$ cat src/rtl/mod_arbiter_pkg.sv
// Shared definitions for the mod_arbiter block: FSM state encoding,
// default widths and the requester-ID width helper.
package mod_arbiter_pkg;

  localparam int NREQ_DEF = 4;
  localparam int W_DEF    = 8;
  localparam int DW_DEF   = 5;

  typedef enum logic [1:0] {
    IDLE = 2'd0,
    ITER = 2'd1,
    DONE = 2'd2
  } state_t;

  // Width of an index into NREQ requesters; never narrower than one bit.
  function automatic int id_width(input int n);
    return (n > 1) ? $clog2(n) : 1;
  endfunction

endpackage

$ cat src/rtl/mod_arbiter_rr_arbiter.sv
// Round-robin grant: the first asserted request strictly after last_grant
// wins, wrapping from NREQ-1 back to 0. Output is one-hot or all zero.
module rr_arbiter
  import mod_arbiter_pkg::*;
#(
  parameter int NREQ = NREQ_DEF
) (
  input  logic [NREQ-1:0]           req,
  input  logic [id_width(NREQ)-1:0] last_grant,
  output logic [NREQ-1:0]           grant
);

  localparam int IDW = id_width(NREQ);

  logic found;

  // Two passes: indices above last_grant first, then the wrapped-around
  // indices up to and including last_grant.
  always_comb begin
    grant = '0;
    found = 1'b0;
    for (int i = 0; i < NREQ; i++) begin
      if (!found && req[i] && (IDW'(i) > last_grant)) begin
        grant[i] = 1'b1;
        found    = 1'b1;
      end
    end
    for (int i = 0; i < NREQ; i++) begin
      if (!found && req[i] && (IDW'(i) <= last_grant)) begin
        grant[i] = 1'b1;
        found    = 1'b1;
      end
    end
  end

endmodule

$ cat src/rtl/mod_arbiter.sv
// mod_arbiter: NREQ requesters share one iterative modulo engine that
// performs one restoring subtraction per cycle (value mod div).
// Optional feature macro: MOD_ARBITER_QUOTIENT_EN adds the quotient counter;
// without it resp_quo is tied to zero and timing is identical.
module mod_arbiter
  import mod_arbiter_pkg::*;
#(
  parameter int NREQ = NREQ_DEF,
  parameter int W    = W_DEF,
  parameter int DW   = DW_DEF
) (
  input  logic                      clock,
  input  logic                      reset,
  input  logic [NREQ-1:0]           req_valid,
  output logic [NREQ-1:0]           req_ready,
  input  logic [NREQ*W-1:0]         req_value,
  input  logic [NREQ*DW-1:0]        req_div,
  output logic                      resp_valid,
  input  logic                      resp_ready,
  output logic [id_width(NREQ)-1:0] resp_id,
  output logic [W-1:0]              resp_rem,
  output logic [W-1:0]              resp_quo,
  output logic                      resp_err
);

  localparam int IDW = id_width(NREQ);

  state_t         state_q, state_d;
  logic [IDW-1:0] last_grant_q, last_grant_d;
  logic [IDW-1:0] id_q, id_d;
  logic [W-1:0]   acc_q, acc_d;
  logic [DW-1:0]  div_q, div_d;
  logic           err_q, err_d;
`ifdef MOD_ARBITER_QUOTIENT_EN
  logic [W-1:0]   quo_q, quo_d;
`endif

  logic [NREQ-1:0] grant;
  logic [IDW-1:0]  grant_idx;
  logic [W-1:0]    sel_value;
  logic [DW-1:0]   sel_div;
  logic [W-1:0]    div_ext;

  rr_arbiter #(.NREQ(NREQ)) u_rr (
    .req        (req_valid),
    .last_grant (last_grant_q),
    .grant      (grant)
  );

  // Grants are only offered while idle; reset masks them immediately.
  assign req_ready = (state_q == IDLE && !reset) ? grant : '0;

  // Divisor is zero-extended so the compare and subtract are unsigned W-bit.
  assign div_ext = W'(div_q);

  // Steer the winning requester's operands and index.
  always_comb begin
    grant_idx = '0;
    sel_value = '0;
    sel_div   = '0;
    for (int i = 0; i < NREQ; i++) begin
      if (grant[i]) begin
        grant_idx = IDW'(i);
        sel_value = req_value[i*W +: W];
        sel_div   = req_div[i*DW +: DW];
      end
    end
  end

  // Next-state and datapath: accept, subtract loop, hold result until taken.
  always_comb begin
    state_d      = state_q;
    last_grant_d = last_grant_q;
    id_d         = id_q;
    acc_d        = acc_q;
    div_d        = div_q;
    err_d        = err_q;
`ifdef MOD_ARBITER_QUOTIENT_EN
    quo_d        = quo_q;
`endif
    unique case (state_q)
      IDLE: begin
        if (|grant) begin
          state_d      = ITER;
          last_grant_d = grant_idx;
          id_d         = grant_idx;
          acc_d        = sel_value;
          div_d        = sel_div;
          err_d        = 1'b0;
`ifdef MOD_ARBITER_QUOTIENT_EN
          quo_d        = '0;
`endif
        end
      end
      ITER: begin
        // A zero divisor must be caught first: acc >= 0 is always true.
        if (div_q == '0) begin
          state_d = DONE;
          err_d   = 1'b1;
`ifdef MOD_ARBITER_QUOTIENT_EN
          quo_d   = '1;
`endif
        end else if (acc_q >= div_ext) begin
          acc_d = acc_q - div_ext;
`ifdef MOD_ARBITER_QUOTIENT_EN
          quo_d = quo_q + W'(1);
`endif
        end else begin
          state_d = DONE;
        end
      end
      DONE: begin
        if (resp_ready) state_d = IDLE;
      end
      default: state_d = IDLE;
    endcase
  end

  // State registers; reset abandons any in-flight operation.
  always_ff @(posedge clock) begin
    if (reset) begin
      state_q      <= IDLE;
      last_grant_q <= IDW'(NREQ - 1);
      id_q         <= '0;
      acc_q        <= '0;
      div_q        <= '0;
      err_q        <= 1'b0;
`ifdef MOD_ARBITER_QUOTIENT_EN
      quo_q        <= '0;
`endif
    end else begin
      state_q      <= state_d;
      last_grant_q <= last_grant_d;
      id_q         <= id_d;
      acc_q        <= acc_d;
      div_q        <= div_d;
      err_q        <= err_d;
`ifdef MOD_ARBITER_QUOTIENT_EN
      quo_q        <= quo_d;
`endif
    end
  end

  assign resp_valid = (state_q == DONE);
  assign resp_id    = id_q;
  assign resp_rem   = acc_q;
  assign resp_err   = err_q;
`ifdef MOD_ARBITER_QUOTIENT_EN
  assign resp_quo   = quo_q;
`else
  assign resp_quo   = '0;
`endif

endmodule

$ cat config.mk
export PLATFORM = sky130hd
export DESIGN_NAME = mod_arbiter
export DESIGN_NICKNAME = d
export VERILOG_FILES = /design/src/rtl/mod_arbiter_pkg.sv /design/src/rtl/mod_arbiter_rr_arbiter.sv /design/src/rtl/mod_arbiter.sv
export SDC_FILE = /design/constraint.sdc
export NUM_CORES = 1
export LEC_CHECK = 0
export ABC_AREA = 1
export CAP_MARGIN = 20
export CORE_MARGIN = 2
export CORE_UTILIZATION = 38
export DETAILED_ROUTE_END_ITERATION = 7
export GPL_TIMING_DRIVEN = 0
export PLACE_DENSITY = 0.82
export SLEW_MARGIN = 10
export SYNTH_ARGS = -nofsm -noshare
export SYNTH_HDL_FRONTEND = slang
export SYNTH_SLANG_ARGS = --single-unit
$ cat constraint.sdc
create_clock -name clock -period 1.9 [get_ports clock]
set_input_delay 0.38 -clock clock [delete_from_list [all_inputs] [get_ports clock]]
set_output_delay 0.38 -clock clock [all_outputs]
set_load 0.05 [all_outputs]
---- Word-level counts from Yosys, hierarchy flattened ----
Index checks and enable logic that the tools add are counted.
cells by class
  add/sub/neg operators ................... 1
  magnitude comparators ................... 9
  equality and inequality tests ........... 8
  mux-type cells .......................... 38
  reduce and logical (&&, ||, !) cells .... 32
operators by type and width
  cell                                                           number
  two-way mux 8 bit                                              7
  two-way mux 5 bit                                              4
  two-way mux 1 bit                                              17
  logical AND 1 bit                                              16
  case mux 8 bit (2 select lines)                                1
  two-way mux 2 bit                                              6
  >= comparator 8 x 5 -> 1 bit                                   1
  logical NOT 1 bit                                              8
  subtractor 8 x 5 -> 8 bit                                      1
  != test 2 bit, second input constant                           3
  case mux 2 bit (3 select lines)                                1
  AND reduction 3 bit                                            2
  logical NOT 5 bit                                              1
  greater-than comparator 1 x 2 -> 1 bit, first input constant   2
  greater-than comparator 2 bit, first input constant            2
  less-or-equal comparator 1 x 2 -> 1 bit, first input constant  2
  less-or-equal comparator 2 bit, first input constant           2
  two-way mux 4 bit                                              1
  != test 2 x 1 -> 1 bit, second input constant                  2
  AND reduction 4 bit                                            1
  OR reduction 4 bit                                             1
  != test 3 bit, second input constant                           1
  equality test 2 x 1 -> 1 bit, second input constant            1
  equality test 2 bit, second input constant                     1
  other kinds (4)                                                4
storage, ports and cells
  flip-flop bits (word level) ............. 20
  input bits .............................. 59
  word-level logic and storage cells ...... 94

---- Longest topological paths before layout ----
Gate-level depths: netlist (run 1).
  word-level depth ........................ 34
  gate-level depth with buffers ........... 13
  mapped depth without buffers ............ 12

---- Cells and area by module ----
From an unflattened synthesis (run 1), not the netlist that was laid out.
unflattened totals
  cells, all modules ...................... 322
  area total of the unflattened synthesis .. 1841.8 um^2
by module, submodules not included
  module       times used  cells an instance  area an instance (um^2)
  mod_arbiter  1           301                1742.9
  rr_arbiter   1           21                 98.8

---- Worst setup path before layout (run 1) ----
Ideal clock, no wire load.
  path type ............................... reg2reg
  start ................................... register acc_q[0], in the netlist resp_rem[0]
  end ..................................... register acc_q[0], in the netlist resp_rem[0]
  data arrival time ....................... 2.245 ns
  required time ........................... 1.788 ns
  slack ................................... -0.456 ns
  cell stages (with the launch flop) ...... 12
  buffers on the path ..................... 0
  clock period less this slack ............ 2.356 ns
  path through ............................ dfxtp_1 -> inv_1 -> ha_1 -> fa_1 -> o21ai_0 -> nand2_1 -> nand4_1 -> nand2_1 -> nand2_1 -> nand3_2 -> nor2_1 -> nor2_1
on the way
  longest elaborated chain between the ends .. 4
  elaborated cells between the ends (all ways) .. 7
  those cells by class .................... add/sub (1); order compare (1); eq/ne (1); mux (3); reduce/logical (1)
ends and longest elaborated chain
  item                             line                source
  start, declared                  mod_arbiter.sv:31   logic [W-1:0] acc_q, acc_d;
  start signal, assigned           mod_arbiter.sv:125  acc_q <= '0;
  start signal, assigned           mod_arbiter.sv:135  acc_q <= acc_d;
  subtractor 8 x 5 -> 8 bit        mod_arbiter.sv:104  acc_d = acc_q - div_ext;
  two-way mux 8 bit                mod_arbiter.sv:103  end else if (acc_q >= div_ext) begin
  two-way mux 8 bit                mod_arbiter.sv:97   if (div_q == '0) begin
  case mux 8 bit (2 select lines)  mod_arbiter.sv:81   unique case (state_q)
Several ways; a longest one is shown, not always the timed one. The select of a mux whose other input is x is not followed.
A chain may end at the register's enable or synchronous reset.

---- Worst setup path after layout (run 1) ----
  start ................................... register div_q[0]
  end ..................................... register acc_q[7], in the netlist resp_rem[7]
on the way
  longest elaborated chain between the ends .. 4
  elaborated cells between the ends (all ways) .. 9
  those cells by class .................... add/sub (1); order compare (1); eq/ne (2); mux (3); reduce/logical (2)
ends and longest elaborated chain
  item                             line                source
  start, declared                  mod_arbiter.sv:32   logic [DW-1:0] div_q, div_d;
  start signal, assigned           mod_arbiter.sv:136  div_q <= div_d;
  subtractor 8 x 5 -> 8 bit        mod_arbiter.sv:104
  two-way mux 8 bit                mod_arbiter.sv:103
  two-way mux 8 bit                mod_arbiter.sv:97
  case mux 8 bit (2 select lines)  mod_arbiter.sv:81
Several ways; a longest one is shown, not always the timed one. The select of a mux whose other input is x is not followed.

==> results.md, run 1 <==
- Max-slew headroom: 65.7%
- Worst r2r dst: resp_rem[7]
- Reg power frac: 15.4%
- First-pass GRT wire length: 9.72 mm
- Nature of the critical path startpoint: flop
- Max Freq: 522 MHz
- CORE AREA: 4690 um2
- H-Tree Depth: 1
- Power Total: 5010 uW
- CP Data Arrival Time: 2110 ps
- Post-Place Cells: 444
- Mean Syn Cell Area: 5.96 um2
- Rows: 25
- Max FO, Critical Path: 8
- Reg2reg path depth: 10
- Min-delay src: div_q[3]
- Max Root-Sink Buffers: 2
- Period minus WS final: 1910 ps
- P_int: 2300 uW
- Final wirelength: 6.13 mm
- Most common cell after layout, fill and taps aside: nand2_1
- Gate power share: 78.6%
- Yosys top cell area share: 21.7%
- Number of DRC markers in iteration 0: 135
- Clk Latency, worst-skew pair: 260 ps
- DPL Wire Length: 4.50 mm
- Syn Std Cell Area: 1840 um2
- # setup viols final: 2
- Post-CTS Hold Buffers: 0
- Layout cell share with drive strength beyond 1: 24.1%
- Hold path cells: 2
- Initial Util: 39.3%
- Crit Path Category: reg2reg
- CTS tree: done
- Worst Hold Path EP: div_q[3]
- CP Data Required Time: 2090 ps
- Sw frac: 54.0%
- Hold crit path type: reg2reg
- Max Clock Skew: 4.91 ps
- GRT Total Usage: 23.0%
- Setup slack after layout: -14.8 ps
- LEAKAGE: 0.00145 uW
- Synth warn: 0
- Synth unique cells: 33
- Number of remaining DRC errors: 0
- Die Area: 5420 um2
- DR pass1 iterations: 6
- Synth top area cells: dfxtp_1 22%, nand2_1 21%, a21oi_1 6.8%
- Num ports: 83
- N_diodes: 0
- TritonCTS Buffers: 3
- Power Dens Cells: 1660 nW/um2
- Largest net degree at the start of global routing: 12
- Finished Layout Cells: 464
- R2r setup slk: -10 ps
- Slew Viols, Final: 0
- CTS clk-pin slew, worst paths: 80 ps
- Post-synthesis cell type with the largest combined area: dfxtp_1
- Max cap viols: 0
- Vias after detailed routing: 2340
- Post-DRT Antenna Nets: 0
- CTS Root Cell: clkbuf_8
- IO buf count: 74
- Worst-margin pin slew: 513 ps
- DR WL/cell: 13.2 um
- Vias per cell: 5.04
- Failing checks: negative setup slack
- TritonCTS Sinks: 20
- Clk pwr share: 6.0%
- RSZ-0062 raised after global routing: yes
- GP Congestion: 0.964
- Status: complete, but fails checks
- Max VDD drop: 0.884 mV
- Initial antenna violation count: 0
- Fin crit share: 101%
- Final Hold Viols: 0
- Crit. End Element: flop
- Vias in the first global route: 2183
- Seq/Total Area, Yosys: 21.7%
- #FFs+latches synth: 20
- Setup TNS: -15.2 ps
- Global route total overflow: 0
- Most frequent cells in the layout: 97 x nand2_1, 63 x clkdlybuf4s50_1, 29 x inv_1
- Nets: 476
- Layout area overhead: 64.2%
- Psw: 2710 uW
- Horiz. Die Dim: 73.6 um
- Die height: 73.6 um
- Crit Reg-Reg Startpoint: div_q[0]
- Post-Synthesis Cells: 309
kinds of logic after synthesis:
group	synth area share [%]
flip-flops	21.7
AND/OR/NAND/NOR	50.2
XOR/XNOR	0.475
other	0.203
adder cells (fa/ha/maj)	4.48
AO/OA/AOI/OAI	9.98
buffers and inverters	13.0
per-layer routing:
metal	GRT usage (%)	wire length (um)	vias up
met2	40.6	3070	90
li1	-	-	1178
met1	28.2	2490	1055
met3	3.43	420	17
met4	7.88	149	0
met5	0	0	-
worst max-delay path, cell delays in order (launching register included):
cell     delay, ps
dfxtp_1        380
ha_4           190
fa_2           350
o21ai_2        150
nand2_1         80
nand4_1        140
buf_4          150
nand3_4        120
nand3_1        120
nand2_1         50
nor2_1         110
stage by stage:
step / utilization (%) / cell area [um2] / hold WS (ps) / setup slack, ps
after global routing: 64.5 / 3030 / 487 / -89.2
after floorplan: - / 1900 / 443 / 7.10
final: 64.5 / 3030 / 467 / -14.8
after detailed placement: 57.6 / 2700 / 454 / -954
after CTS: 61.0 / 2860 / 467 / -49.6
after global placement: 57.6 / 2700 / 453 / -907
worst max-delay path by stage:
stage | endpoint | slack [ps] | cells after the start | from
after floorplan | resp_rem[3] | 7 | 11 | resp_rem[0]
final | resp_rem[7] | -10 | 10 | div_q[0]
after global placement | req_ready[3] | -910 | 9 | req_valid[2]
after global routing | resp_rem[7] | -90 | 10 | div_q[0]
after CTS | req_ready[3] | -50 | 9 | last_grant_q[1]
after detailed placement | req_ready[3] | -950 | 9 | req_valid[2]
Yosys cell counts, drive strengths merged:
| cell type | number |
|---|---|
| a21oi | 25 |
| a31oi | 1 |
| buf | 13 |
| clkbuf | 2 |
| clkinv | 1 |
| conb | 1 |
| dfxtp | 20 |
| fa | 1 |
| ha | 5 |
| inv | 34 |
| nand2 | 112 |
| nand3 | 29 |
| nand3b | 4 |
| nand4 | 9 |
| nor2 | 34 |
| nor3 | 4 |
| o211ai | 1 |
| o21ai | 9 |
| or2 | 3 |
| xnor2 | 1 |
power groups by stage:
stage / combinational [uW] / sequential, uW / clock (uW)
floorplan: 2070 / 1010 / 0
global placement: 3090 / 742 / 0
detailed placement: 3140 / 747 / 0
CTS: 3430 / 753 / 302
global route: 4290 / 791 / 328
finish: 3940 / 772 / 303
state kept, by name, summed over array words and instances, names as in the netlist:
register,flops
div_q,5
resp_id,2
resp_rem,8
resp_err,1
last_grant_q,2
state_q,2
layout make-up:
type | count | area [um2]
repair buffers | 89 | 850
inverters | 35 | 143
fillers | 409 | 1670
multi-input cells | 247 | 1390
well taps | 54 | 67.6
clock buffers | 4 | 45.0
flip-flops and latches | 20 | 414
plain buffers | 15 | 118
repair_timing:
item,in CTS,in global routing
gates resized for setup,45,38
buffers inserted,8,7
pin swaps,9,20
setup endpoints to repair,22,26
gates cloned,1,0
Note: power is estimated with default switching activity, not from simulation.
==> inputs of run 2 (changes only) <==
Settings changed: CORE_ASPECT_RATIO set to 0.75.
==> run 2 against run 1 <==
Effect of this change:
- the flow still finishes with violations (negative setup slack)
- first-iteration DRC count rose by 110%
- clock-buffer cell count did not move
- wire length rose by 11%
- register-to-register slack got worse by 80 ps
- utilization rose by 3.4 points
- power rose by 5.7%
- largest cell class unchanged
- highest routed layer unchanged
==> results.md, run 2 (synthesized netlist as in run 1, its figures left out) <==
- Number of remaining DRC errors: 0
- WHS: 474 ps
- CTS clk-pin slew, worst paths: 90 ps
- Initial Util: 40.3%
- CP max stage cell: dfxtp_4
- Crit Path Category: reg2reg
- Finished Core Util: 67.9%
- H-Tree Depth: 1
- Hold crit path type: reg2reg
- CP Data Arrival Time: 2170 ps
- CTS Root Cell: clkbuf_8
- TritonCTS Buffers: 3
- Failing checks: negative setup slack
- DR WL/cell: 14.5 um
- Post-DRT Antenna Nets: 0
- Nets: 478
- Max FO, Critical Path: 5
- Layout cell share with drive strength beyond 1: 24.5%
- Power Dens Cells: 1710 nW/um2
- Vias in the first global route: 2180
- Setup slack after layout: -95.5 ps
- TritonCTS Sinks: 20
- LEAKAGE: 0.00148 uW
- Vias after detailed routing: 2423
- Crit Reg-Reg Startpoint: resp_rem[0]
- Horiz. Die Dim: 84.4 um
- Max Root-Sink Buffers: 2
- Post-CTS Hold Buffers: 0
- DR pass1 iterations: 5
- Reg2reg path depth: 11
- Die height: 64.3 um
- RSZ-0062 raised after global routing: yes
- Clk Latency, worst-skew pair: 270 ps
- Status: complete, but fails checks
- Slew Viols, Final: 0
- Layout area overhead: 68.4%
- Fin crit share: 105%
- Nature of the critical path startpoint: flop
- Min-delay src: resp_id[1]
- CTS tree: done
- Global route total overflow: 0
- Crit-path leading delay family: simple AND/OR/NAND/NOR gates
- R2r setup slk: -100 ps
- Rows: 21
- Worst Hold Path EP: resp_id[1]
- Slowest stage delay, CP: 370 ps
- Max Freq: 501 MHz
- Largest net degree at the start of global routing: 13
- N_diodes: 0
- Worst-margin pin slew: 505 ps
- Most common cell after layout, fill and taps aside: nand2_1
- Max Clock Skew: 8.78 ps
- IO buf count: 74
- Max cap viols: 0
- Die Area: 5430 um2
- Max VDD drop: 1.06 mV
- CP Data Required Time: 2080 ps
- Max-slew headroom: 66.2%
- Initial antenna violation count: 0
- Vias per cell: 5.17
- Max FFs per register: 8
- Setup crit start: resp_rem[0]
- # setup viols final: 10
- CORE AREA: 4570 um2
- Final Hold Viols: 0
- Finished Layout Cells: 469
- DPL Wire Length: 4.43 mm
- Num ports: 83
- CP cell instances: inv_4 > ha_4 > fa_2 > o21ai_2 > nand2_1 > nand4_1 > nand2_2 > nand2_4 > nand3_4 > nor2_2 > nor2_1
- Most frequent cells in the layout: 97 x nand2_1, 62 x clkdlybuf4s50_1, 29 x inv_1
- Crit. End Element: flop
- Crit path buf inv count: 1
- Worst r2r dst: resp_rem[2]
- GP Congestion: 0.945
- Number of DRC markers in iteration 0: 286
- Period minus WS final: 2000 ps
- Final wirelength: 6.81 mm
- First-pass GRT wire length: 9.73 mm
- Hold path cells: 2
- Post-Place Cells: 447
- GRT Total Usage: 21.9%
==> run 2: where the power goes <==
part / switching, uW / internal, uW
Sequential: 178 / 615
Combinational: 2500 / 1600
Clock: 166 / 229
==> run 2: layout make-up <==
class | instances | area, um2
well taps | 57 | 71.3
multi-input cells | 247 | 1400
inverters | 35 | 148
plain buffers | 15 | 120
clock buffers | 4 | 66.3
repair buffers | 91 | 882
flip-flops and latches | 20 | 415
fillers | 384 | 1470
==> run 2: routing by layer <==
metal | up-vias | track usage (%) | wire [um] | share of wire (%)
met5 | - | 0 | 0 | 0
li1 | 1185 | - | - | -
met3 | 14 | 5.43 | 599 | 8.8
met4 | 0 | 2.18 | 109 | 1.6
met2 | 139 | 37.7 | 3220 | 47
met1 | 1085 | 29.0 | 2880 | 42
==> run 2: worst register-to-register path, delay by kind of cell (launching register included) <==
kind            cells  cell delay (ps)
flops               1              370
simple gates        7              830
buf+inv             1               40
fa+ha+maj           2              520
compound gates      1              140
==> run 2: timing repair <==
action,in CTS,in global routing
endpoints found under the setup margin,21,26
pin swaps,17,14
resized for setup,52,38
buffers inserted,12,5
gates cloned,1,0
==> run 2: worst max-delay path by stage <==
stage          depth (start not counted)      endpoint  slack, ps
4_1_cts                                9  req_ready[3]        -20
3_5_place_dp                           9  req_ready[3]       -940
6_report                              11   resp_rem[2]       -100
2_1_floorplan                         11   resp_rem[3]          7
3_3_place_gp                           9  req_ready[3]       -920
5_1_grt                               11   resp_rem[2]       -150
==> run 2: metrics by stage <==
step	TNS, ps	area, um2	total power [uW]	setup slack [ps]
floorplan	0	1900	3070	7.10
global placement	-7790	2710	3830	-922
detailed placement	-8490	2710	3880	-935
CTS	-74.7	2940	4660	-20.6
global route	-1410	3100	5610	-154
finish	-403	3100	5300	-95.5
==> inputs of run 3 (changes only) <==
Settings changed: CORE_UTILIZATION 38 to 46, PLACE_DENSITY 0.82 to 0.92.
Clock period 1.9 ns to 2.45 ns, I/O delays scaled along.
==> run 3 against run 2 <==
Effect of this change:
- the run now ends clean
- sequential share of layout area rose by 1.2 points
- design area fell by 12%
- critical path depth fell by 2
- wire length fell by 15%
- combinational power fell by 40%
- largest cell class unchanged
==> results.md, run 3 (synthesized netlist as in run 1, its figures left out) <==
- Status: finished clean
- LEAKAGE: 0.00131 uW
- Post-CTS Setup Repair Bufs: 0
- CTS tree: done
- Number of DRC markers in iteration 0: 125
- Reg2reg path depth: 10
- DR pass1 iterations: 5
- H-Tree Depth: 1
- Clk Latency, worst-skew pair: 260 ps
- Power Dens Cells: 1220 nW/um2
- Max Clock Skew: 2.08 ps
- Hold path cells: 2
- Max-slew headroom: 66.4%
- Finished Layout Cells: 446
- Most common cell after layout, fill and taps aside: nand2_1
- Die Area: 4530 um2
- TritonCTS Sinks: 20
- Max VDD drop: 0.963 mV
- Worst Hold Path EP: div_q[3]
- Max FFs per register: 8
- Placed cell area: 2680 um2
- IO buf count: 74
- Slew Viols, Final: 0
- Max Freq: 410 MHz
- Register area: 400 um2
- Most frequent cells in the layout: 103 x nand2_1, 69 x clkdlybuf4s50_1, 32 x inv_1
- CP Data Arrival Time: 1950 ps
- Crit Reg-Reg Startpoint: resp_rem[0]
- Crit-path leading delay family: buffers and inverters
- Vias per cell: 5.05
- Multi-input gate area: 1230 um2
- RSZ-0062 raised after global routing: yes
- Worst-margin pin slew: 502 ps
- CTS clk-pin slew, worst paths: 80 ps
- Initial Util: 49.1%
- Crit. End Element: output port
- Initial antenna violation count: 0
- Layout fillers: 335
- R2r setup slk: 230 ps
- GRT Total Usage: 25.8%
- Number of remaining DRC errors: 0
- Worst r2r dst: resp_rem[5]
- Final wirelength: 5.79 mm
- Nature of the critical path startpoint: input port
- CP cell instances: clkdlybuf4s50_1 > nand2_2 > nand3_4 > nor2_4 > nand3_2 > nand2_4 > inv_2 > nor2_1 > buf_6
- Global route total overflow: 0
- Vias after detailed routing: 2254
- CTS Root Cell: clkbuf_8
- Max cap viols: 0
- N_diodes: 0
- Post-Place Cells: 442
- DR WL/cell: 13.0 um
- Crit path buf inv count: 3
- TritonCTS Buffers: 3
- DPL Wire Length: 4.59 mm
- Fin crit share: 99.5%
- Fin area: 2740 um2
- CORE AREA: 3760 um2
- Horiz. Die Dim: 77.1 um
- Num ports: 83
- Slowest stage delay, CP: 460 ps
- Hold crit path type: reg2reg
- Nets: 460
- First-pass GRT wire length: 9.41 mm
- Layout area overhead: 48.5%
- Layout cell share with drive strength beyond 1: 11.4%
- Max FO, Critical Path: 9
- CP max stage cell: clkdlybuf4s50_1
- Min-delay src: div_q[3]
- # setup viols final: 0
- Crit Path Category: in2out
- Max Root-Sink Buffers: 2
- Largest net degree at the start of global routing: 13
- Vias in the first global route: 2126
- Final Hold Viols: 0
- GP Congestion: 0.960
- Die height: 58.8 um
- Period minus WS final: 2440 ps
- Rows: 19
- Post-DRT Antenna Nets: 0
- CP Data Required Time: 1960 ps
## run 3: changes by cell type in the layout (fill, tap and decap cells not counted), sizes merged
cell / change
clkinv: +1
dlymetal6s2s: -2
clkinvlp: -1
bufinv: +1
nand3: -1
dlygate4sd2: -3
clkdlybuf4s50: +7
buf: -19
clkdlybuf4s15: -1
## run 3: layer usage
layer	GRT usage [%]	wire length, um	vias to the layer above
li1	-	-	1142
met1	31.1	2380	995
met2	47.4	2860	98
met3	4.75	421	19
met4	8.67	129	0
met5	0	0	-
## run 3: what timing repair did
| item | in CTS | in global routing |
|---|---|---|
| setup endpoints to repair | 4 | 12 |
| pin swaps | 0 | 1 |
| hold buffers | 0 | 0 |
| resized for setup | 17 | 7 |
## run 3: cell type report
type / instances / area share (%)
Clock inverter: 1 / 1.10
Inverter: 35 / 4.89
Clock buffer: 3 / 1.51
Tap cell: 52 / 2.38
Multi-Input combinational cell: 246 / 44.9
Timing Repair Buffer: 74 / 26.7
Sequential cell: 20 / 14.6
Buffer: 15 / 3.84
## run 3: report_power, final
group	switching (uW)	leakage, uW	internal (uW)
Combinational	1580	0.00111	869
Clock	117	0.0000357	218
Sequential	103	0.000165	463
Total	1800	0.00131	1550
## run 3: worst max-delay path by stage
stage	from	endpoint	slack (ps)	depth (start not counted)
6_report	req_valid[1]	req_ready[3]	10	9
5_1_grt	req_valid[1]	req_ready[3]	-60	9
4_1_cts	req_valid[2]	req_ready[3]	-6	9
3_5_place_dp	req_valid[2]	req_ready[3]	-610	9
3_3_place_gp	req_valid[2]	req_ready[3]	-580	9
2_1_floorplan	resp_rem[0]	resp_rem[0]	90	11
## run 3: stage by stage
| stage | hold slack (ps) | utilization, % | worst slack (ps) | setup TNS, ps | total power [uW] |
|---|---|---|---|---|---|
| 3_3_place_gp | 454 | 71.2 | -583 | -1710 | 2900 |
| 2_1_floorplan | 443 | - | 93.6 | 0 | 2340 |
| 6_report | 469 | 72.9 | 11.2 | 0 | 3350 |
| 3_5_place_dp | 456 | 71.2 | -612 | -1790 | 2960 |
| 4_1_cts | 470 | 72.8 | -5.75 | -5.75 | 3320 |
| 5_1_grt | 489 | 72.9 | -57.7 | -57.7 | 3660 |
## run 3: worst reg2reg max path: cells and delay by family, from the launching register on
kind / cells / cell delay (ps)
simple gates: 6 / 870
buf+inv: 1 / 60
flops: 1 / 340
fa+ha+maj: 2 / 650
compound gates: 1 / 240
